--- src/rtl/sm83_sim_bus.sv ---
// Simulation bus model for the sm83 core: phase timing, mirrored memory, irq scheduler.
// Optional statistics outputs are enabled by defining SIM_BUS_STATS_EN.
module sm83_sim_bus #(
  parameter int CYC_W = 2,
  parameter int ADR_W = 4,
  parameter int IRQ_N = 8,
  parameter int DLY_W = 8
) (
  input  logic             clk,
  input  logic             reset,
  output logic             phi,
  output logic             ncyc,
  input  logic [15:0]      adr,
  input  logic [7:0]       dout,
  input  logic             p_wr,
  output logic [7:0]       din,
  input  logic             dbg_drv,
  input  logic [7:0]       dbg_data,
  input  logic             ld_we,
  input  logic [ADR_W-1:0] ld_adr,
  input  logic [7:0]       ld_data,
  output logic [IRQ_N-1:0] irq,
  input  logic [IRQ_N-1:0] iack,
  input  logic             sch_go,
  input  logic [IRQ_N-1:0] sch_vec,
  input  logic [DLY_W-1:0] sch_dly,
  output logic             sch_busy
`ifdef SIM_BUS_STATS_EN
  ,
  output logic [31:0]      mcyc_cnt,
  output logic [15:0]      wr_cnt,
  output logic [15:0]      last_wr_adr
`endif
);

  localparam int DEPTH = 1 << ADR_W;
  localparam logic [CYC_W-1:0] CYC_NCYC = {1'b1, {(CYC_W-1){1'b0}}};

  typedef enum logic {S_IDLE, S_ARMED} sch_state_e;

  logic [CYC_W-1:0] cyc_q, cyc_d;
  logic [7:0]       din_q, din_d;
  logic [7:0]       mem_q [DEPTH] = '{default: 8'h00};
  logic [7:0]       mem_d [DEPTH];
  sch_state_e       state_q, state_d;
  logic [DLY_W-1:0] cnt_q, cnt_d;
  logic [IRQ_N-1:0] vec_q, vec_d;
  logic [IRQ_N-1:0] irq_q, irq_d;
  logic [IRQ_N-1:0] set_v;
  logic [ADR_W-1:0] cpu_idx;
  logic             cpu_we;
  logic             unused_adr_hi;

  assign cpu_idx       = adr[ADR_W-1:0];
  assign unused_adr_hi = ^adr[15:ADR_W];
  assign phi           = cyc_q[CYC_W-1];
  assign ncyc          = (cyc_q == CYC_NCYC);
  // The ncyc qualifier limits CPU writes to one commit per M-cycle.
  assign cpu_we        = p_wr & ncyc & ~reset;
  assign din           = din_q;
  assign irq           = irq_q;
  assign sch_busy      = (state_q == S_ARMED);

  always_comb begin
    cyc_d = cyc_q + CYC_W'(1);
    din_d = dbg_drv ? dbg_data : mem_q[cpu_idx];
    mem_d = mem_q;
    if (cpu_we) mem_d[cpu_idx] = dout;
    if (ld_we)  mem_d[ld_adr]  = ld_data;
  end

  always_comb begin
    state_d = state_q;
    cnt_d   = cnt_q;
    vec_d   = vec_q;
    set_v   = '0;
    if (sch_go) begin
      // A new arm (from either state) replaces any count and vector in flight.
      cnt_d = sch_dly;
      vec_d = sch_vec;
      if (sch_dly == '0) begin
        set_v   = sch_vec;
        state_d = S_IDLE;
      end else begin
        state_d = S_ARMED;
      end
    end else if (state_q == S_ARMED && ncyc && cnt_q != '0) begin
      cnt_d = cnt_q - DLY_W'(1);
      if (cnt_q == DLY_W'(1)) begin
        set_v   = vec_q;
        state_d = S_IDLE;
      end
    end
    irq_d = (irq_q & ~iack) | set_v;
  end

  always_ff @(posedge clk) begin
    mem_q <= mem_d;
  end

  always_ff @(posedge clk) begin
    if (reset) begin
      cyc_q   <= '0;
      din_q   <= '0;
      state_q <= S_IDLE;
      cnt_q   <= '0;
      vec_q   <= '0;
      irq_q   <= '0;
    end else begin
      cyc_q   <= cyc_d;
      din_q   <= din_d;
      state_q <= state_d;
      cnt_q   <= cnt_d;
      vec_q   <= vec_d;
      irq_q   <= irq_d;
    end
  end

`ifdef SIM_BUS_STATS_EN
  logic [31:0] mcyc_cnt_q, mcyc_cnt_d;
  logic [15:0] wr_cnt_q, wr_cnt_d;
  logic [15:0] last_wr_adr_q, last_wr_adr_d;

  always_comb begin
    mcyc_cnt_d    = ncyc ? mcyc_cnt_q + 32'd1 : mcyc_cnt_q;
    wr_cnt_d      = wr_cnt_q;
    last_wr_adr_d = last_wr_adr_q;
    if (cpu_we) begin
      last_wr_adr_d = adr;
      if (wr_cnt_q != 16'hFFFF) wr_cnt_d = wr_cnt_q + 16'd1;
    end
  end

  always_ff @(posedge clk) begin
    if (reset) begin
      mcyc_cnt_q    <= '0;
      wr_cnt_q      <= '0;
      last_wr_adr_q <= '0;
    end else begin
      mcyc_cnt_q    <= mcyc_cnt_d;
      wr_cnt_q      <= wr_cnt_d;
      last_wr_adr_q <= last_wr_adr_d;
    end
  end

  assign mcyc_cnt    = mcyc_cnt_q;
  assign wr_cnt      = wr_cnt_q;
  assign last_wr_adr = last_wr_adr_q;
`endif

endmodule
--- config.mk ---
export PLATFORM = sky130hd
export DESIGN_NAME = sm83_sim_bus
export DESIGN_NICKNAME = d
export VERILOG_FILES = /design/src/rtl/sm83_sim_bus.sv
export SDC_FILE = /design/constraint.sdc
export NUM_CORES = 1
export LEC_CHECK = 0
export CAP_MARGIN = 20
export CORE_UTILIZATION = 35
export CTS_CLUSTER_DIAMETER = 50
export DETAILED_ROUTE_END_ITERATION = 10
export DONT_BUFFER_PORTS = 1
export GPL_TIMING_DRIVEN = 0
export SKIP_LAST_GASP = 1
export SYNTH_ARGS = -nofsm -noshare
export SYNTH_HDL_FRONTEND = slang
export SYNTH_SLANG_ARGS = --single-unit
--- constraint.sdc ---
create_clock -name clk -period 2.55 [get_ports clk]
set_input_delay 0.1275 -clock clk [delete_from_list [all_inputs] [get_ports clk]]
set_output_delay 0.1275 -clock clk [all_outputs]
set_load 0.02 [all_outputs]
After elaboration in Yosys (flattened, before gate mapping) --
Index checks and enable logic that the tools add are counted.
Storage, ports and cells: bits of input ports 74, logic and storage cells 69, register bits after elaboration 163, output and inout bits 19
Cells by class: multiplexer cells 22, eq/ne operators 2, reductions and logical operators 9, order comparisons 4, bitwise logic cells 8, add/subtract/negate cells 2
Operator list (count):
- bitwise mux 128 bit | 2
- 2-to-1 mux 128 bit | 2
- 2-to-1 mux 8 bit | 11
- demux 8 bit (select 4 bit) | 2
- binary-select mux 8 bit (select 4 bit) | 1
- greater-or-equal comparator 5 bit, second input constant | 2
- less-than comparator 5 x 1 -> 1 bit, second input constant | 2
- NOT 4 -> 5 bit | 2
- AND 8 bit | 1
- == test 8 x 1 -> 1 bit, second input constant | 1
- logical NOT 8 bit | 1
- NOT 8 bit | 1
- OR 8 bit | 1
- nonzero test 8 bit | 1
- subtractor 8 x 1 -> 8 bit, second input constant | 1
- logical AND 1 bit | 4
- 2-to-1 mux 1 bit | 4
- nonzero test 2 bit | 2
- adder 2 x 1 -> 2 bit, second input constant | 1
- AND 1 bit | 2
- == test 2 bit, second input constant | 1
- AND reduction 2 bit | 1
- NOT 1 bit | 1

Longest topological paths before layout --
Gate-level depths: netlist of run 1.
depth after elaboration 9, depth in mapped cells 8, gate-level depth less buffers 6

Least setup slack after synthesis of run 1 --
OpenSTA, ideal clock, no wires.
kind register to register, start point register cyc_q[1], end point register mem_q[48] (netlist name), setup time 0.133 ns, period minus slack after synthesis 2.087 ns, cell stages (with the launch flop) 6, buffers on the path 0, setup slack 0.463 ns, arrival 1.954 ns, data required time 2.417 ns, cell sequence dfxtp_1 ha_1 nand3b_1 nor3_4 mux2i_1 a21oi_1
RTL lines:
- from (decl) | line 41 | logic [CYC_W-1:0] cyc_q, cyc_d;
- from (signal assigned) | line 110 | cyc_q <= cyc_d;
- to (signal assigned) | line 98 | mem_q <= mem_d;
- to (decl) | line 43 | logic [7:0] mem_q [DEPTH] = '{default: 8'h00};

==> results of run 1 <==
[timing repair]
action | in CTS | in global routing
pin swaps | 4 | 2
hold endpoints to repair | 81 | 0
endpoints found under the setup margin | 64 | 82
setup buffers | 6 | 2
gates resized for setup | 2 | 8
hold buffers | 40 | 0
[final timing paths]
| kind | start | to | slack, ns | cells past startpoint |
|---|---|---|---|---|
| worst min-delay path | sch_dly[3] | sch_busy | 0.007 | 3 |
| worst min register to register | cyc_q[0] | cyc_q[0] | 0.41 | 1 |
| worst max-delay path | cyc_q[1] | mem_q[105] | 0.11 | 6 |
| worst max register to register | cyc_q[1] | mem_q[105] | 0.11 | 6 |
[cells in the mapped netlist (2+ instances only)]
cell and number:
inv_1 23, nand3_2 4, a32oi_1 8, nor3_1 14
o21ai_0 27, buf_2 7, or4_1 3, a31oi_1 40
a311oi_1 3, xnor2_1 3, ha_1 4, a21oi_1 66
buf_4 4, nand3b_1 2, a211oi_1 4, nor2_1 120
nor4b_1 2, o21ai_1 8, dfxtp_1 163, nand3_1 24
buf_1 14, mux2i_1 142, a221oi_1 7, or3b_2 4
o22ai_1 16, a2bb2oi_1 6, nand2_1 130, and2_1 2
nor2b_1 8, clkbuf_1 48, a31o_2 2, mux4_2 10
nand4_1 2, and3b_1 3, buf_6 2, nand2b_1 3
nor3_4 5, and3_1 2, a2111oi_0 4
[through the flow]
step	TNS, ns	hold slack (ns)
floorplan	0	0.275
global placement	-5.58	0.281
detailed placement	-5.84	0.289
CTS	-3.18	0.00118
global route	0	0.0291
finish	0	0.00690
[flip-flops by register name, summed over array words and instances (netlist names)]
register  cells
mem_q       128
cnt_q         8
din           8
irq           8
vec_q         8
cyc_q         2
sch_busy      1
[power breakdown]
part,total (uW),internal (uW),leakage (uW),switching [uW]
Sequential,3420,3110,0.00137,307
Clock,2670,1520,0.000294,1160
Combinational,1310,641,0.00241,673
[layout make-up]
class,count,area share
Clock buffer,20,0.0470
Timing Repair Buffer,48,0.0525
Sequential cell,163,0.336
Buffer,76,0.0345
Clock inverter,12,0.0149
Inverter,23,0.00888
Tap cell,313,0.0403
Multi-Input combinational cell,691,0.466
[cell usage in the layout, fill, tap and decap left out, drive strengths merged, types with 4 or more instances in the layout]
cell / instances
o21ai: 35
ha: 4
clkbuf: 68
dlygate4sd3: 40
a221oi: 7
clkinv: 4
nor2: 120
or3b: 5
nand2: 131
inv: 28
a2111oi: 4
dfxtp: 163
or4: 4
buf: 36
a31oi: 40
mux2i: 142
a2bb2oi: 6
a32oi: 8
a211oi: 4
mux4: 10
nor2b: 8
o22ai: 16
nand3: 28
nor3: 20
a21oi: 66
[cells by family after synthesis]
group | count (synthesis)
AO/OA/AOI/OAI | 191
XOR/XNOR | 3
adder cells (fa/ha/maj) | 4
buffers and inverters | 99
flip-flops | 163
multiplexers | 152
AND/OR/NAND/NOR | 341
[critical path, cell delays in order, from the launching register on]
cell      delay (ns)
dfxtp_1         0.49
ha_2            0.40
and3b_1         0.20
clkbuf_1        0.18
nand3_1         0.55
mux2i_1         0.33
o21ai_0         0.13
[layer usage]
metal  vias up  wire length (um)
li1       3510                 -
met1      3484             11800
met2       247             12000
met3        44              1710
met4         0               554
met5         -                 0
==> impl_metrics.py, run 1 <==
metrics = {
    "run_status": {
        "status": "finished clean",
    },
    "clock_network": {
        "clk_pin_slew_ns": 0.07,
        "cts.sinks": 163,
        "clkLatencyLatePin_ns": 0.44,
        "root_buffer": "clkbuf_16",
        "clock_path_buffers": 2,
        "cts_inserted_buffers": 17,
        "htree_levels": 4,
        "tritoncts": "yes",
    },
    "route": {
        "avgViaCountPerCell": 5.41,
        "wl_per_cell_um": 19.3,
        "vias": 7285,
        "ant_nets": 0,
        "first_iter_violations": 699,
        "routed_wl_um": 26000,
        "dr.pass1.iters": 5,
        "drc": 0,
    },
    "grt": {
        "global_route.usage.total": 0.219,
        "grt_pass1_wl_um": 40000,
        "antenna_found_initial": 0,
        "use_met1": 0.291,
        "use_met3": 0.0471,
        "gr-usage-met2": 0.355,
        "top_usage_layer": "met2",
        "grt_remaining_overflow": 0,
        "grt_max_degree": 17,
        "grt_pass1_vias": 6953,
    },
    "timing": {
        "relSlewSlack": 0.312,
        "setup_ws_ns": 0.111,
        "period_share": 0.957,
        "finalCriticalPeriod_ns": 2.44,
        "skew_ns": 0.00812,
        "report.final.slew_viol_count": 0,
        "grt_setup_unrepaired": "no",
        "max_freq_ghz": 0.410,
        "worst_slew_pin_slew_ns": 1.02,
        "timing.final.hold_violations": 0,
        "finalSetupViolations": 0,
    },
    "floorplanning": {
        "initial_core_util": 0.358,
        "die_y_um": 155,
        "core-area_um2": 22800,
        "rows": 55,
        "io-pin-count": 93,
        "die_w_um": 155,
        "design.die.area_um2": 23900,
    },
    "critical_path": {
        "path_class": "reg2reg",
        "worstPathMaxFanout": 8,
        "critPathLaunchType": "flip-flop",
        "end_kind": "flip-flop",
        "required_ns": 2.84,
        "worstPathArrival_ns": 2.73,
    },
    "finish": {
        "drive_gt1_frac": 0.0862,
        "utilization": 0.427,
        "areaGrowthSynthToFinish_pct": 19.1,
        "antenna_cells": 0,
        "final_area_um2": 9720,
        "regArea_um2": 3260,
        "layout.cells.non_filler": 1346,
        "fin_nets": 1098,
        "num-fill-cells": 2266,
        "multiInputGateArea_um2": 4530,
    },
    "logic_synthesis": {
        "synth_nets": 1031,
        "synthAdderAreaFrac": 0.00613,
        "ys_seq_area_frac": 0.400,
        "synth_xor_area_frac": 0.00322,
        "yosys.area_share.simple": 0.197,
        "synthCells": 953,
        "synth-warning-count": 0,
        "synth_top_area_frac": 0.400,
        "synthTopCellsByArea": "dfxtp_1 40%, mux2i_1 17%, nand2_1 6.0%",
        "netlist-cell-type-count": 53,
        "synth_seq_cells": 163,
        "muxShareOfSynthArea": 0.202,
        "synth_edf_count": 0,
        "synth_top_family_by_area": "multiplexers",
        "syn_area_per_cell_um2": 8.56,
        "netlist_area_um2": 8160,
        "ys.flop_type": "dfxtp_1",
        "synth_largest_area_cell": "dfxtp_1",
        "synthArstFlopShare": 0,
        "synth_compound_area_frac": 0.141,
    },
    "placement": {
        "place_inst": 1266,
        "hpwl_um": 18000,
        "dpl_cell_area_um2": 8550,
        "routabilityCongestion": 0.900,
        "numPortBuffers": 0,
        "pre_cts_slack_ns": -0.215,
    },
    "min_path": {
        "holdCritPathClass": "in2reg",
    },
    "power_and_ir_drop": {
        "powerDensity_nw_per_um2": 762,
        "leakage_uw": 0.00407,
        "p_total_uw": 7400,
        "peakVddDrop_mv": 0.393,
    },
    "flow_run": {
        "max_cap_viol_count": 0,
    },
}
Power figures use the tool's default switching activity.
==> inputs of run 2 (changes only) <==
--- a/config.mk
+++ b/config.mk
@@ -6,7 +6,7 @@
 export NUM_CORES = 1
 export LEC_CHECK = 0
 export CAP_MARGIN = 20
-export CORE_UTILIZATION = 35
+export CORE_UTILIZATION = 45
 export CTS_CLUSTER_DIAMETER = 50
 export DETAILED_ROUTE_END_ITERATION = 10
 export DONT_BUFFER_PORTS = 1
==> impl_metrics.py, run 2 (synthesis gave the netlist of run 1 again) <==
metrics = {
    "floorplanning": {
        "initial_core_util": 0.467,
        "io-pin-count": 93,
        "die_w_um": 137,
        "die_y_um": 137,
        "rows": 48,
        "core-area_um2": 17500,
        "design.die.area_um2": 18700,
    },
    "finish": {
        "regMostFlops": "mem_q",
        "antenna_cells": 0,
        "largest_reg_flops": 128,
        "layout_commonest_cell": "dfxtp_1",
        "drive_gt1_frac": 0.0861,
        "final_cell_mix": "163 x dfxtp_1, 142 x mux2i_1, 130 x nand2_1",
        "areaGrowthSynthToFinish_pct": 17.6,
        "layout.cells.non_filler": 1259,
        "fin_nets": 1099,
    },
    "route": {
        "dr.pass1.iters": 7,
        "wl_per_cell_um": 21.3,
        "drc": 0,
        "routed_wl_um": 26800,
        "avgViaCountPerCell": 5.82,
        "ant_nets": 0,
        "first_iter_violations": 657,
        "vias": 7324,
    },
    "timing": {
        "worst_slew_pin_slew_ns": 0.827,
        "finalCriticalPeriod_ns": 2.35,
        "setup_ws_ns": 0.199,
        "finalSetupViolations": 0,
        "relSlewSlack": 0.445,
        "timing.final.hold_violations": 0,
        "period_share": 0.922,
        "max_freq_ghz": 0.425,
        "report.final.slew_viol_count": 0,
        "skew_ns": 0.0116,
        "grt_setup_unrepaired": "no",
    },
    "critical_path": {
        "worstPathArrival_ns": 2.65,
        "reg2reg_slack_ns": 0.20,
        "end_kind": "flip-flop",
        "worstPathMaxFanout": 8,
        "path_class": "reg2reg",
        "required_ns": 2.85,
        "critPathLaunchType": "flip-flop",
    },
    "clock_network": {
        "clk_pin_slew_ns": 0.07,
        "clkLatencyLatePin_ns": 0.44,
        "root_buffer": "clkbuf_16",
        "htree_levels": 4,
        "clock_path_buffers": 2,
        "cts_inserted_buffers": 17,
        "cts.sinks": 163,
        "tritoncts": "yes",
    },
    "grt": {
        "grt_pass1_wl_um": 40100,
        "grt_max_degree": 17,
        "antenna_found_initial": 0,
        "grt_remaining_overflow": 0,
        "global_route.usage.total": 0.294,
        "grt_pass1_vias": 6940,
    },
    "placement": {
        "routabilityCongestion": 0.875,
        "pre_cts_slack_ns": -0.139,
        "place_inst": 1178,
        "numPortBuffers": 0,
        "hpwl_um": 18200,
    },
    "power_and_ir_drop": {
        "peakVddDrop_mv": 0.442,
        "powerDensity_nw_per_um2": 773,
        "leakage_uw": 0.00404,
    },
    "min_path": {
        "holdCritPathClass": "in2reg",
    },
    "flow_run": {
        "max_cap_viol_count": 0,
    },
    "run_status": {
        "status": "finished clean",
    },
}
[run 2: changes by cell type in the layout (fill, tap and decap cells not counted), moves of 2 or more]
cell,before,now
inv_6,4,0
clkinvlp_4,1,3
nor3_4,10,6
nor3_2,0,4
clkinv_4,3,5
[run 2: critical path: stages (launching register included)]
cell and delay, ns:
dfxtp_1 0.47, ha_2 0.40, and3b_1 0.21, clkbuf_1 0.25, nand3_1 0.50, mux2i_1 0.29
o21ai_0 0.10
[run 2: where the power goes]
group / internal (uW) / switching, uW
registers: 3110 / 327
clock network: 1530 / 1090
logic: 642 / 711
total: 5280 / 2130
[run 2: final cells by class]
cell class                      count  area, um^2
Buffer                             76         335
Clock buffer                       22         474
Clock inverter                     10         126
Fill cell                        1611        7880
Inverter                           23        86.3
Multi-Input combinational cell    691        4510
Sequential cell                   163        3260
Tap cell                          225         282
Timing Repair Buffer               49         520
[run 2: metal layers]
layer  vias to the layer above  track usage  wire (um)  part of all wire
li1                       3505            -          -                 -
met1                      3497        0.391      12100              0.45
met2                       293        0.476      12400              0.46
met3                        29       0.0589       1850             0.069
met4                         0       0.0932        425             0.016
met5                         -            0          0                 0
[run 2: final timing paths]
| check | startpoint | depth (start not counted) | to |
|---|---|---|---|
| worst max-delay path | cyc_q[1] | 6 | mem_q[108] |
| worst min-delay path | ld_adr[0] | 2 | mem_q[127] |
| worst max register to register | cyc_q[1] | 6 | mem_q[108] |
| worst min register to register | cyc_q[0] | 1 | cyc_q[0] |
[run 2: timing repair]
action,4_1_cts,5_1_grt
setup endpoints to repair,64,57
hold buffers,41,0
pin swaps,4,2
setup buffers,4,4
resized for setup,0,7
endpoints found under the hold margin,80,0
[run 2: stage by stage]
| stage | power [uW] | instance area (um^2) | hold slack [ns] | setup TNS (ns) | utilization |
|---|---|---|---|---|---|
| floorplan | 4350 | 8160 | 0.275 | 0 | - |
| global placement | 4690 | 8440 | 0.285 | -1.59 | 0.483 |
| detailed placement | 4730 | 8440 | 0.290 | -3.10 | 0.483 |
| CTS | 7400 | 9530 | 0.00315 | -3.24 | 0.545 |
| global route | 7720 | 9600 | 0.0104 | 0 | 0.549 |
| finish | 7410 | 9600 | 0.0156 | 0 | 0.549 |
